`src/rtl/servo_pulse_decoder.sv`:
```
// Servo PWM receive decoder: measures each high pulse width, classifies it as
// latch open/closed, and flags out-of-window pulses or loss of the pulse train.
module servo_pulse_decoder #(
   parameter int OPEN_WIDTH    = 62000,
   parameter int CLOSED_WIDTH  = 17000,
   parameter int TOLERANCE     = 1000,
   parameter int FRAME_TIMEOUT = 600000
) (
   input  logic        i_Clk,
   input  logic        i_Rst,
   input  logic        i_Servo_Pwm,
   output logic [19:0] o_Pulse_Width,
   output logic        o_Valid,
   output logic        o_Open,
   output logic        o_Closed,
   output logic        o_Fault
);

   localparam logic [19:0] OPEN_W     = 20'(OPEN_WIDTH);
   localparam logic [19:0] CLOSED_W   = 20'(CLOSED_WIDTH);
   localparam logic [19:0] TOL_W      = 20'(TOLERANCE);
   localparam logic [19:0] TIMEOUT_M1 = 20'(FRAME_TIMEOUT - 1);
   localparam logic [19:0] CNT_MAX    = 20'hFFFFF;

   localparam logic [1:0] S_ARM       = 2'd0;
   localparam logic [1:0] S_WAIT_RISE = 2'd1;
   localparam logic [1:0] S_HIGH      = 2'd2;

   logic        sync1_r;
   logic        sync2_r;
   logic        hist_r;
   logic        rise_r;
   logic        fall_r;
   logic [1:0]  state_r;
   logic [19:0] width_cnt_r;
   logic [19:0] gap_cnt_r;
   logic        latch_s;
   logic        timeout_s;
   logic        open_hit_s;
   logic        closed_hit_s;

   function automatic logic [19:0] abs_diff(input logic [19:0] a, input logic [19:0] b);
      if (a >= b) begin
         return a - b;
      end else begin
         return b - a;
      end
   endfunction

   // Input synchronizer and history; left unreset so a pulse already high at reset stays high
   always_ff @(posedge i_Clk) begin
      sync1_r <= i_Servo_Pwm;
      sync2_r <= sync1_r;
      hist_r  <= sync2_r;
   end

   // Registered rise/fall strobes from the synchronized input
   always_ff @(posedge i_Clk) begin
      if (i_Rst) begin
         rise_r <= 1'b0;
         fall_r <= 1'b0;
      end else begin
         rise_r <= sync2_r & ~hist_r;
         fall_r <= ~sync2_r & hist_r;
      end
   end

   // Latch/timeout qualifiers and window classification of the running width
   always_comb begin
      latch_s      = (state_r == S_HIGH) && fall_r;
      timeout_s    = !rise_r && (gap_cnt_r == TIMEOUT_M1);
      open_hit_s   = (abs_diff(width_cnt_r, OPEN_W) <= TOL_W);
      closed_hit_s = !open_hit_s && (abs_diff(width_cnt_r, CLOSED_W) <= TOL_W);
   end

   // Measurement FSM and saturating width counter
   always_ff @(posedge i_Clk) begin
      if (i_Rst) begin
         state_r     <= S_ARM;
         width_cnt_r <= 20'd0;
      end else begin
         case (state_r)
            S_ARM: begin
               width_cnt_r <= width_cnt_r;
               if (!sync2_r) begin
                  state_r <= S_WAIT_RISE;
               end else begin
                  state_r <= S_ARM;
               end
            end
            S_WAIT_RISE: begin
               if (rise_r) begin
                  width_cnt_r <= 20'd1;
                  state_r     <= S_HIGH;
               end else begin
                  width_cnt_r <= width_cnt_r;
                  state_r     <= S_WAIT_RISE;
               end
            end
            S_HIGH: begin
               if (fall_r) begin
                  width_cnt_r <= width_cnt_r;
                  state_r     <= S_WAIT_RISE;
               end else if (width_cnt_r != CNT_MAX) begin
                  width_cnt_r <= width_cnt_r + 20'd1;
                  state_r     <= S_HIGH;
               end else begin
                  width_cnt_r <= width_cnt_r;
                  state_r     <= S_HIGH;
               end
            end
            default: begin
               width_cnt_r <= 20'd0;
               state_r     <= S_ARM;
            end
         endcase
      end
   end

   // Gap counter runs in every state so a stuck-high input also times out
   always_ff @(posedge i_Clk) begin
      if (i_Rst) begin
         gap_cnt_r <= 20'd0;
      end else if (rise_r) begin
         gap_cnt_r <= 20'd0;
      end else if (gap_cnt_r != CNT_MAX) begin
         gap_cnt_r <= gap_cnt_r + 20'd1;
      end else begin
         gap_cnt_r <= gap_cnt_r;
      end
   end

   // Output registers: a completed pulse reclassifies, a timeout forces the fault
   always_ff @(posedge i_Clk) begin
      if (i_Rst) begin
         o_Pulse_Width <= 20'd0;
         o_Valid       <= 1'b0;
         o_Open        <= 1'b0;
         o_Closed      <= 1'b0;
         o_Fault       <= 1'b0;
      end else if (latch_s) begin
         o_Pulse_Width <= width_cnt_r;
         o_Valid       <= 1'b1;
         o_Open        <= open_hit_s;
         o_Closed      <= closed_hit_s;
         o_Fault       <= !open_hit_s && !closed_hit_s;
      end else if (timeout_s) begin
         o_Pulse_Width <= o_Pulse_Width;
         o_Valid       <= 1'b0;
         o_Open        <= 1'b0;
         o_Closed      <= 1'b0;
         o_Fault       <= 1'b1;
      end else begin
         o_Pulse_Width <= o_Pulse_Width;
         o_Valid       <= 1'b0;
         o_Open        <= o_Open;
         o_Closed      <= o_Closed;
         o_Fault       <= o_Fault;
      end
   end

endmodule

```
`config.mk`:
```
export PLATFORM = sky130hd
export DESIGN_NAME = servo_pulse_decoder
export DESIGN_NICKNAME = d
export VERILOG_FILES = /design/src/rtl/servo_pulse_decoder.sv
export SDC_FILE = /design/constraint.sdc
export NUM_CORES = 1
export LEC_CHECK = 0
export CAP_MARGIN = 20
export CORE_UTILIZATION = 50
export CTS_CLUSTER_DIAMETER = 50
export DETAILED_ROUTE_END_ITERATION = 16
export PLACE_DENSITY = 0.69
export SLEW_MARGIN = 20
export SYNTH_ARGS = -nofsm -noshare
export SYNTH_HDL_FRONTEND = slang
export SYNTH_SLANG_ARGS = --single-unit
```
`constraint.sdc`:
```
create_clock -name i_Clk -period 3.6 [get_ports i_Clk]
set_input_delay 0.36 -clock i_Clk [delete_from_list [all_inputs] [get_ports i_Clk]]
set_output_delay 0.36 -clock i_Clk [all_outputs]
set_load 0.005 [all_outputs]
```
==> results.txt, run 1 <==
The number of synthesized register bits came out at 71. Based on the critical path, the design can be clocked at up to 0.3147 GHz. STA classifies the critical path endpoint as a flop. Data arrives at the worst endpoint at 3.38 ns. Once the floorplan was initialized, standard cells occupied 51.49% of the core. Global routing finished with a remaining overflow of 0. Prior to clock tree synthesis, the placed netlist has a worst setup slack of 0.5453 ns. Once layout is done, the placed cells without fillers occupy 4964 um2.

The row count came out at 34. STA classifies the critical path startpoint as a flop. For the post-cts sizing count, the log shows 0. Setup repair after global routing left no endpoint under its margin.

The port buffer count is 26. The worst setup path is of the flop to flop kind. At the worst endpoint, the required time is 3.81 ns. The total core area is 8678 um2, and the die span in x is 96.53 um. The final route contains 4308 vias.

Across the VDD grid, the largest voltage drop is 0.2348 mV. The logs give 0 for the number of diodes and 3 for the depth of the CTS H-tree. The total nets after synthesis is 597. The cell sitting at the root of the clock tree is a clkbuf_8.

For this design the static power due to leakage is 1.720 nW. The cell area that synthesis handed to floorplanning was 4468 um2. The average wire length per cell after detail routing works out to 16.81 um. The average cell area after synthesis was 7.717 um2. Synthesis handed over a netlist of 579 instances. In this run the power density over the cells is 299.3 nW/um2. Of the cells placed in the final design, the portion with a size suffix greater than 1 is 8.263%.

From synthesis to final layout, the design area changed by 11.09%. Entering global routing, the biggest net connects 26 pins. The final number of max-transition violations is 0, and the max-capacitance violation count is 0. The initial antenna violation count is 0. In the layout the commonest cells are 77 x nand2_1, 71 x dfxtp_1, 59 x nor2_1. The tightest min-delay check is of the flop to flop type. No sink is reached through more buffers than the 2 on the longest clock path.

The run gives 3801 as the number of global-route vias before repair. After routing, the total negative slack on setup checks comes to 0 ns. The tools report the total global routing track utilization as 26.66%.

The run finished with clean final reports. The clock latency of the later-clocked register in the worst-skew pair came out at 0.35 ns. The detailed placement HPWL came out at 8.453 mm.

TritonCTS created 9 clock buffers. Hold violation count in the final report: 0. The first global-routing pass estimated 18.82 mm of wire.

Pin placement for this block handled 27 I/O pins. For the minimum setup slack in the final design, the log shows 0.4223 ns. The relative slew slack is 48.90%, and the detail-routed via count per cell is 6.146. For this run, the register share of the synthesized area comes to 31.81%.

The total of warnings raised by yosys was 0; the number of setup buffers added after CTS was 0. Counting I/O delays and the setup requirement, the final critical path takes 3.178 ns. The CTS clock-pin slew for the worst setup and hold paths was 0.08 ns. The first-iteration detailed-routing DRC count is 345, and the number of distinct standard cells referenced by the synthesized netlist is 72. The run gives 607 as the layout net count. At the end of the flow the core is filled with cells to 57.19%. The layout has 834 filler cells. Summing all placed instances gives a cell area of 4777 um2. Number of synthesized flops with an enable pin: 0.

Across the routed clock network, the largest skew measured is 0.009075 ns. Of all nets on the critical path, the largest fanout is 19. The actual slew at the worst max-slew pin was 0.7595 ns; the final routed wirelength across all metal layers was 11.78 mm. Most common cell after layout, fill and taps aside: nand2_1.

The residual antenna-violating net count after detailed routing is 0, and the vertical die dimension is 96.53 um. The die covers 9318 um2. The hold-fix buffer count after cts came out at 0. Before antenna repair, the detailed router went through 7 iterations. Predominant post-synthesis flop cell: dfxtp_1. TritonCTS built the clock tree. The congestion estimate from routability-driven global placement came to 0.9474. For this run, asynchronously set or reset flops after synthesis account for 0%.

For this run, design rule violations remaining after detail routing come to 0. The final worst-path cycle share was 88.27%; the final-report setup violation count was 0. Clock tree synthesis found a total of 71 sinks.
worst paths after layout:
path	startpoint	to	slack, ns	depth (start not counted)
max	width_cnt_r[12]	width_cnt_r[16]	0.42	8
max reg2reg	width_cnt_r[12]	width_cnt_r[16]	0.42	8
min reg2reg	sync1_r	sync2_r	0.37	0
min	sync1_r	sync2_r	0.37	0
cell type report:
cell class	count	area [um2]	share of cell area, %
Multi-Input combinational cell	453	2806	56.54
Sequential cell	71	1421	28.64
Timing Repair Buffer	39	357.8	7.209
Tap cell	108	135.1	2.722
Clock buffer	10	127.6	2.571
Clock inverter	5	58.81	1.185
Inverter	15	56.30	1.134
per-stage QoR:
step	hold WS [ns]	instances	total power, W
2_1_floorplan	0.3096	579	0.0008560
3_3_place_gp	0.3428	686	0.0008692
3_5_place_dp	0.3389	686	0.0008708
4_1_cts	0.3735	701	0.001497
5_1_grt	0.3872	701	0.001542
6_report	0.3711	701	0.001486
flip-flops by register name, summed over array words and instances (netlist names):
register,count
gap_cnt_r,20
o_Pulse_Width,20
width_cnt_r,20
state_r,2
fall_r,1
hist_r,1
o_Closed,1
o_Fault,1
o_Open,1
o_Valid,1
rise_r,1
sync1_r,1
sync2_r,1
cells in the mapped netlist (all sizes together), types with 4 or more instances:
cell type,n,share of area (%)
nand2b,5,0.70
nand3,21,2.6
or2,6,0.84
ha,15,4.2
o31ai,5,0.84
nand2,77,6.5
nor3b,7,1.2
a311oi,4,0.78
clkbuf,22,1.8
nand4,9,1.3
nor4,5,0.70
o21ai,26,3.0
a211oi,4,0.67
buf,18,2.3
or3,7,1.1
o41ai,5,1.5
nor2b,6,0.84
inv,15,1.3
mux2i,4,0.90
dfxtp,71,32
xnor2,12,2.4
a21o,4,0.67
xor2,21,4.1
nor2,59,5.0
a21oi,47,5.3
nor3,25,3.5
and3,12,1.7
nor4b,6,1.3
a31oi,8,1.1
cells by family (layout without fill, tap and decap cells):
| kind of cell | after synthesis | after routing | share of synthesized area [%] |
|---|---|---|---|
| multiplexers | 4 | 4 | 0.8961 |
| buffers and inverters | 55 | 69 | 5.377 |
| XOR/XNOR | 33 | 33 | 6.469 |
| adder cells (fa/ha/maj) | 15 | 15 | 4.201 |
| AND/OR/NAND/NOR | 268 | 268 | 31.56 |
| flip-flops | 71 | 71 | 31.81 |
| AO/OA/AOI/OAI | 133 | 133 | 19.69 |
routing by layer:
| layer | share of wire (%) | global-route usage [%] |
|---|---|---|
| met3 | 6.6 | 3.286 |
| met5 | 0 | 0 |
| met1 | 47 | 37.07 |
| met4 | 2.9 | 11.52 |
| met2 | 44 | 41.31 |
power by group:
part / total (W) / switching, W / internal (W)
Combinational: 0.0000558 / 0.0000370 / 0.0000188
Sequential: 0.000797 / 0.00000571 / 0.000792
Clock: 0.000632 / 0.000315 / 0.000318
Total: 0.00149 / 0.000358 / 0.00113
critical path: stages, from the launching register on:
cell and delay, ns:
dfxtp_1 0.74, and4_1 0.32, nand4_1 0.25, o41ai_2 0.81
nor2_1 0.18, and3_1 0.28, nand2b_1 0.22, or3_1 0.15
a21oi_1 0.07
Note: power is estimated with default switching activity, not from simulation.
==> run 2, diff against run 1 <==
Settings changed: REMOVE_ABC_BUFFERS set to 1.
==> results.txt, run 2 (synthesized netlist as in run 1, its figures left out) <==
The critical path's slowest cell was dfxtp_1. Detailed placement ended at an HPWL of 8.512 mm. The depth of the CTS H-tree came out at 3. The total core area was 8678 um2; the actual slew at the worst max-slew pin was 0.8889 ns. Along the worst path, the maximum fanout reaches 15. Setup repair after global routing left no endpoint under its margin. The routed design has 11.90 mm of wire. The first global-routing pass estimated 19.35 mm of wire. The worst hold path class was flop to flop. The largest net degree at the start of global routing was 24; the number of search-and-repair iterations in the first detailed-routing pass was 6. TritonCTS built the clock tree.

For the worst-skew pair, the clock arrives at the later sink with an insertion delay of 0.35 ns. The congestion estimate from routability-driven global placement came to 0.9683. Dividing total power by cell area gives a power density of 311.2 nW/um2.

The flow ran to the end, and the final reports show no timing, DRC or antenna violations. The largest stage delay on the critical path was 0.65 ns. Launching instance or port of the critical path: width_cnt_r[4]. The repair_antennas step left the layout with diodes totalling 0. The tree is rooted in a clkbuf_8. The final number of max-transition violations is 0.

The run gives 0 as the number of setup buffers added after CTS. The family with the most delay on the worst path is compound AO/OA/AOI/OAI gates. The most common cell after layout, fill and taps aside was nand2_1. 27 I/O pins were placed. Measured on the finished design, the core utilization comes to 57.77%. The filler cells instantiated in the layout total 818. The hold path startpoint is sync1_r. Dividing the detail-routed wire length by the instance count gives 16.90 um.

First-iteration detailed-routing DRC count: 513. In the final design database the tool counted 609 nets. By instance count, the cell type seen most on the critical path is a21oi_1.

Of the cells placed in the final design, the portion with a size suffix greater than 1 is 8.893%. The critical path is of the flop to flop type. The tools report the row count as 34. After detailed routing, the number of vias per cell comes to 6.136.

The tools report the initial antenna violation count as 0. For the worst setup path, the data required time is 3.88 ns. The number of global-route vias before repair was 3963.

Origin of the critical flop-to-flop path: width_cnt_r[4]. Headroom to the max-slew limit came out at 40.19%. The run gives 3.46 ns as the arrival time at the worst endpoint. The worst setup path is captured at a flop. The max-capacitance violation count was 0; the residual antenna-violating net count after detailed routing was 0.

After clock tree synthesis, the clock-pin slew on the worst setup and hold paths is 0.08 ns. Once the clock tree was built, the resizer swapped 0 gates to a different size. Based on the critical path, the design can be clocked at up to 0.3146 GHz. For this configuration, the core starts out at a cell density of 51.49%. The worst-case IR drop observed on VDD is 0.1894 mV.

Compared with the post-synthesis result, the final layout area differs by 12.21%. In the layout the commonest cells are 77 x nand2_1, 71 x dfxtp_1, 59 x nor2_1. The run gives 1.744 nW as the leakage power total.

Total global routing overflow: 0. The die span in x was 96.53 um; the final worst-path cycle share was 88.30%. The clock period minus worst slack works out to 3.179 ns. The TritonCTS sink count came out at 71.

The die is 96.53 um tall. The total global routing track utilization came out at 27.00%. Traced cell by cell, the critical path runs through inv_1 -> ha_1 -> a21oi_1 -> o211ai_1 -> a21oi_1 -> xor2_1 -> a311oi_1 -> a21oi_1 -> or4_1 -> a21oi_1. The die footprint was 9318 um2; the worst-case clock buffer depth was 2. The hold violation count in the final report is 0, and the residual DRC count is 0. Adding up every negative setup slack in the final design gives 0 ns.

The number of hold buffers added after CTS was 0. During placement, the flow inserted port buffers numbering 26. The total buffers and inverters traversed by the critical path was 1. STA classifies the critical path startpoint as a flop. The logs give 4320 for the number of vias after detailed routing and 0 for the final-report setup violation count.

The total CTS buffers was 9; the worst clock skew on the final layout was 0.007758 ns. The largest registers in the layout are gap_cnt_r x20, o_Pulse_Width x20, width_cnt_r x20.
==> run 2: cell types whose count changed in the layout (fill, tap and decap cells not counted), sizes merged <==
cell | previous run | this run
buf | 13 | 15
bufinv | 1 | 2
clkbuf | 10 | 9
clkinv | 1 | 3
inv | 16 | 15
==> run 2: worst paths after layout <==
kind,end,cells after the start,slack (ns)
hold reg to reg,sync2_r,0,0.33
setup reg to reg,o_Closed,10,0.42
setup / recovery,o_Closed,10,0.42
hold / removal,sync2_r,0,0.33
==> run 2: routing by layer <==
layer / up-vias / GRT usage, % / share of wire, %
met5: - / 0 / 0
met4: 0 / 11.76 / 2.5
met3: 31 / 5.634 / 7.3
met2: 184 / 44.01 / 47
met1: 2010 / 34.29 / 43
li1: 2095 / - / -
==> run 2: through the flow <==
| stage | cells | hold WS [ns] | setup WS (ns) | cell area, um2 | power [W] |
|---|---|---|---|---|---|
| global placement | 688 | 0.3110 | 0.5715 | 4792 | 0.0008700 |
| CTS | 704 | 0.3373 | 0.4945 | 5014 | 0.001580 |
| global route | 704 | 0.3447 | 0.1826 | 5014 | 0.001625 |
| finish | 704 | 0.3321 | 0.4212 | 5014 | 0.001560 |
| detailed placement | 688 | 0.3167 | 0.5184 | 4792 | 0.0008715 |
| floorplan | 539 | 0.3096 | 0.9477 | 4284 | 0.0008487 |
==> run 2: cell type report <==
class                           count  area, um2  share of cell area [%]
Clock buffer                        9      123.9                   2.471
Clock inverter                      7      97.59                   1.947
Inverter                           15      56.30                   1.123
Multi-Input combinational cell    453       2806                   55.98
Sequential cell                    71       1421                   28.35
Tap cell                          108      135.1                   2.695
Timing Repair Buffer               41      372.9                   7.437
==> run 2: power by group <==
group	switching (W)	leakage, nW	internal, W
combinational	0.0000358	1.06	0.0000197
sequential	0.00000592	0.574	0.000792
clock	0.000317	0.105	0.000391
==> run 2: worst reg2reg max path: stages, from the launching register on <==
cell,delay (ns)
dfxtp_1,0.65
inv_1,0.19
ha_1,0.29
a21oi_1,0.41
o211ai_1,0.19
a21oi_1,0.23
xor2_1,0.10
a311oi_1,0.38
a21oi_1,0.11
or4_1,0.40
a21oi_1,0.15
==> run 3, diff against run 2 <==
Settings changed: CORE_MARGIN set to 4, CTS_CLUSTER_DIAMETER 50 to 40.
==> results.txt, run 3 (synthesized netlist as in run 1, its figures left out) <==
The flow ran to the end, and the final reports show no timing, DRC or antenna violations. The tree is rooted in a clkbuf_8. Across the run, the number of max-cap violations was 0. The top cell types in the final layout, fill and taps aside, are 77 x nand2_1, 71 x dfxtp_1, 59 x nor2_1. Buffers inserted to repair hold after CTS numbered 0. Clock skew on the completed layout was measured at 0.009678 ns. The filler cell count was 824; the relative slew slack was 51.73%.

Counting stages on the worst path, the most repeated cell is a21oi_1. The port buffer count works out to 26. Entering global routing, the biggest net connects 24 pins.

The worst-case reg-to-reg path depth is 9, and the final-report setup violation count is 0. TritonCTS built the clock tree. The tools report the total global routing overflow as 0.

In this run the count of I/O pins placed on the die edge is 27. The instance count along the most critical hold path came out at 0. Using the TritonRoute via totals, the vias-per-cell ratio works out to 6.041. Of all nets on the critical path, the largest fanout is 15. The maximum clock frequency was 0.3219 GHz; the number of search-and-repair iterations in the first detailed-routing pass was 5. The leakage power total was 1.732 nW; the residual antenna-violating net count after detailed routing was 0. The die span in x is 102.5 um.

Across the whole layout, storage elements account for 1421 um2. The run gives 0 as the residual DRC count. The most common cell after layout, fill and taps aside was nand2_1.

The clock passes through at most 2 buffers. The initial utilization of the core area, before any placement, comes to 51.23%. In this run, the number of DRC markers left after iteration 0 of detailed routing was 374. After legalization and detailed placement, the total HPWL measured 8.286 mm.

Setup repair after global routing left no endpoint under its margin. Post-CTS timing repair inserted 0 buffers for setup. The area used by multi-input combinational logic was 2806 um2; the row count was 34. Adding up every negative setup slack in the final design gives 0 ns. The vertical die dimension works out to 102.5 um. The region available for standard cell placement spans 8721 um2.

Summed over all layers, the routed wires come to 11.39 mm. Design area: 4994 um2. The post-cts sizing count was 0.

The routability congestion estimate from global placement was 1.017; the relative area change from synthesis to final layout was 11.76%. Clock tree synthesis inserted a total of 9 buffers. The actual slew at the worst max-slew pin was 0.7139 ns; the average wire length per cell after detail routing was 16.17 um.

The depth of the CTS H-tree is 3. The highest metal layer with signal wires was met4. Number of global-route vias before repair: 3906. Summing all placed instances gives a cell area of 4800 um2. The run gives 0 as the hold violation count in the final report. On the critical path, the stage with the largest delay is an instance of dfxtp_1.

The run gives 0 as the initial antenna violation count. The signal on the critical path passes through inv_1 -> ha_1 -> and3b_1 -> o31ai_1 -> a21oi_1 -> o32ai_1 -> a22oi_2 -> or4_1 -> a21oi_1. The met2 wirelength from detailed routing is 5.100 mm, and the ratio of cells with drive above 1 in the final layout is 8.893%. CTS saw 71 sinks. The critical path capture point type is a flop. For the worst setup path, the data required time is 3.89 ns.

The tools report the number of vias after detailed routing as 4253. The tools report the tightest hold margin as 0.3333 ns. The largest stage delay on the critical path was 0.65 ns; the total global routing track utilization was 22.71%.

The clock period minus worst slack was 3.106 ns; the die footprint was 10510 um2. The largest registers in the layout are gap_cnt_r x20, o_Pulse_Width x20, width_cnt_r x20. The final layout contains 610 nets. STA classifies the critical path startpoint as a flop. The CTS clock-pin slew for the worst setup and hold paths was 0.08 ns.

The highest ir drop seen on vdd was 0.1935 mV; the final worst-path cycle share was 86.29%. Data on the critical path arrives at its endpoint at 3.40 ns. After detailed routing, the wire length on met1 is 5.312 mm. The number of antenna diodes in the final layout is 0.

The min-delay analysis places its worst path in the category flop to flop. Detailed routing placed a total of 693 um of wire on met3. The final number of max-transition violations was 0. The clock reaches the later pin of the worst-skew pair after 0.36 ns. The power density of the placed cells was 299.7 nW/um2. The first global-routing pass estimated 19.01 mm of wire.

The setup path with the least slack is of type flop to flop.
[run 3: per-layer routing]
| metal | track usage, % | vias up |
|---|---|---|
| met2 | 34.36 | 144 |
| met1 | 32.06 | 1983 |
| met3 | 3.451 | 29 |
| met4 | 9.889 | 0 |
| met5 | 0 | - |
| li1 | - | 2097 |
[run 3: worst paths after layout]
path | from | to | slack, ns
setup / recovery | width_cnt_r[4] | o_Closed | 0.49
setup reg to reg | width_cnt_r[4] | o_Closed | 0.49
hold reg to reg | sync1_r | sync2_r | 0.33
hold / removal | sync1_r | sync2_r | 0.33
[run 3: stage by stage]
step | worst slack [ns] | std cells | utilization (%) | total power [W]
floorplan | 0.9477 | 539 | - | 0.0008487
global placement | 0.6485 | 689 | 55.04 | 0.0008693
detailed placement | 0.5670 | 689 | 55.04 | 0.0008709
CTS | 0.5417 | 704 | 57.26 | 0.001512
global route | 0.2484 | 704 | 57.26 | 0.001556
finish | 0.4936 | 704 | 57.26 | 0.001497
[run 3: critical path, delay by kind of cell (launching register included)]
family / cells / cell delay [ns]
AND/OR/NAND/NOR: 2 / 0.69
flip-flops: 1 / 0.65
buffers and inverters: 1 / 0.19
adder cells (fa/ha/maj): 1 / 0.27
AO/OA/AOI/OAI: 5 / 1.25
[run 3: where the power goes]
group,total [W],internal (W),leakage [nW],switching [W]
Sequential,0.000797,0.000792,0.574,0.00000577
Clock,0.000645,0.000321,0.0883,0.000324
Combinational,0.0000549,0.0000195,1.07,0.0000354
Total,0.00150,0.00113,1.73,0.000365
[run 3: layout make-up]
cell class                 count  share of cell area (%)
clock inverter                 6                   1.403
multi-input combinational    453                   56.20
timing repair buffer          42                   7.617
tap                          108                   2.706
inverter                      15                   1.128
clock buffer                   9                   2.481
sequential                    71                   28.46
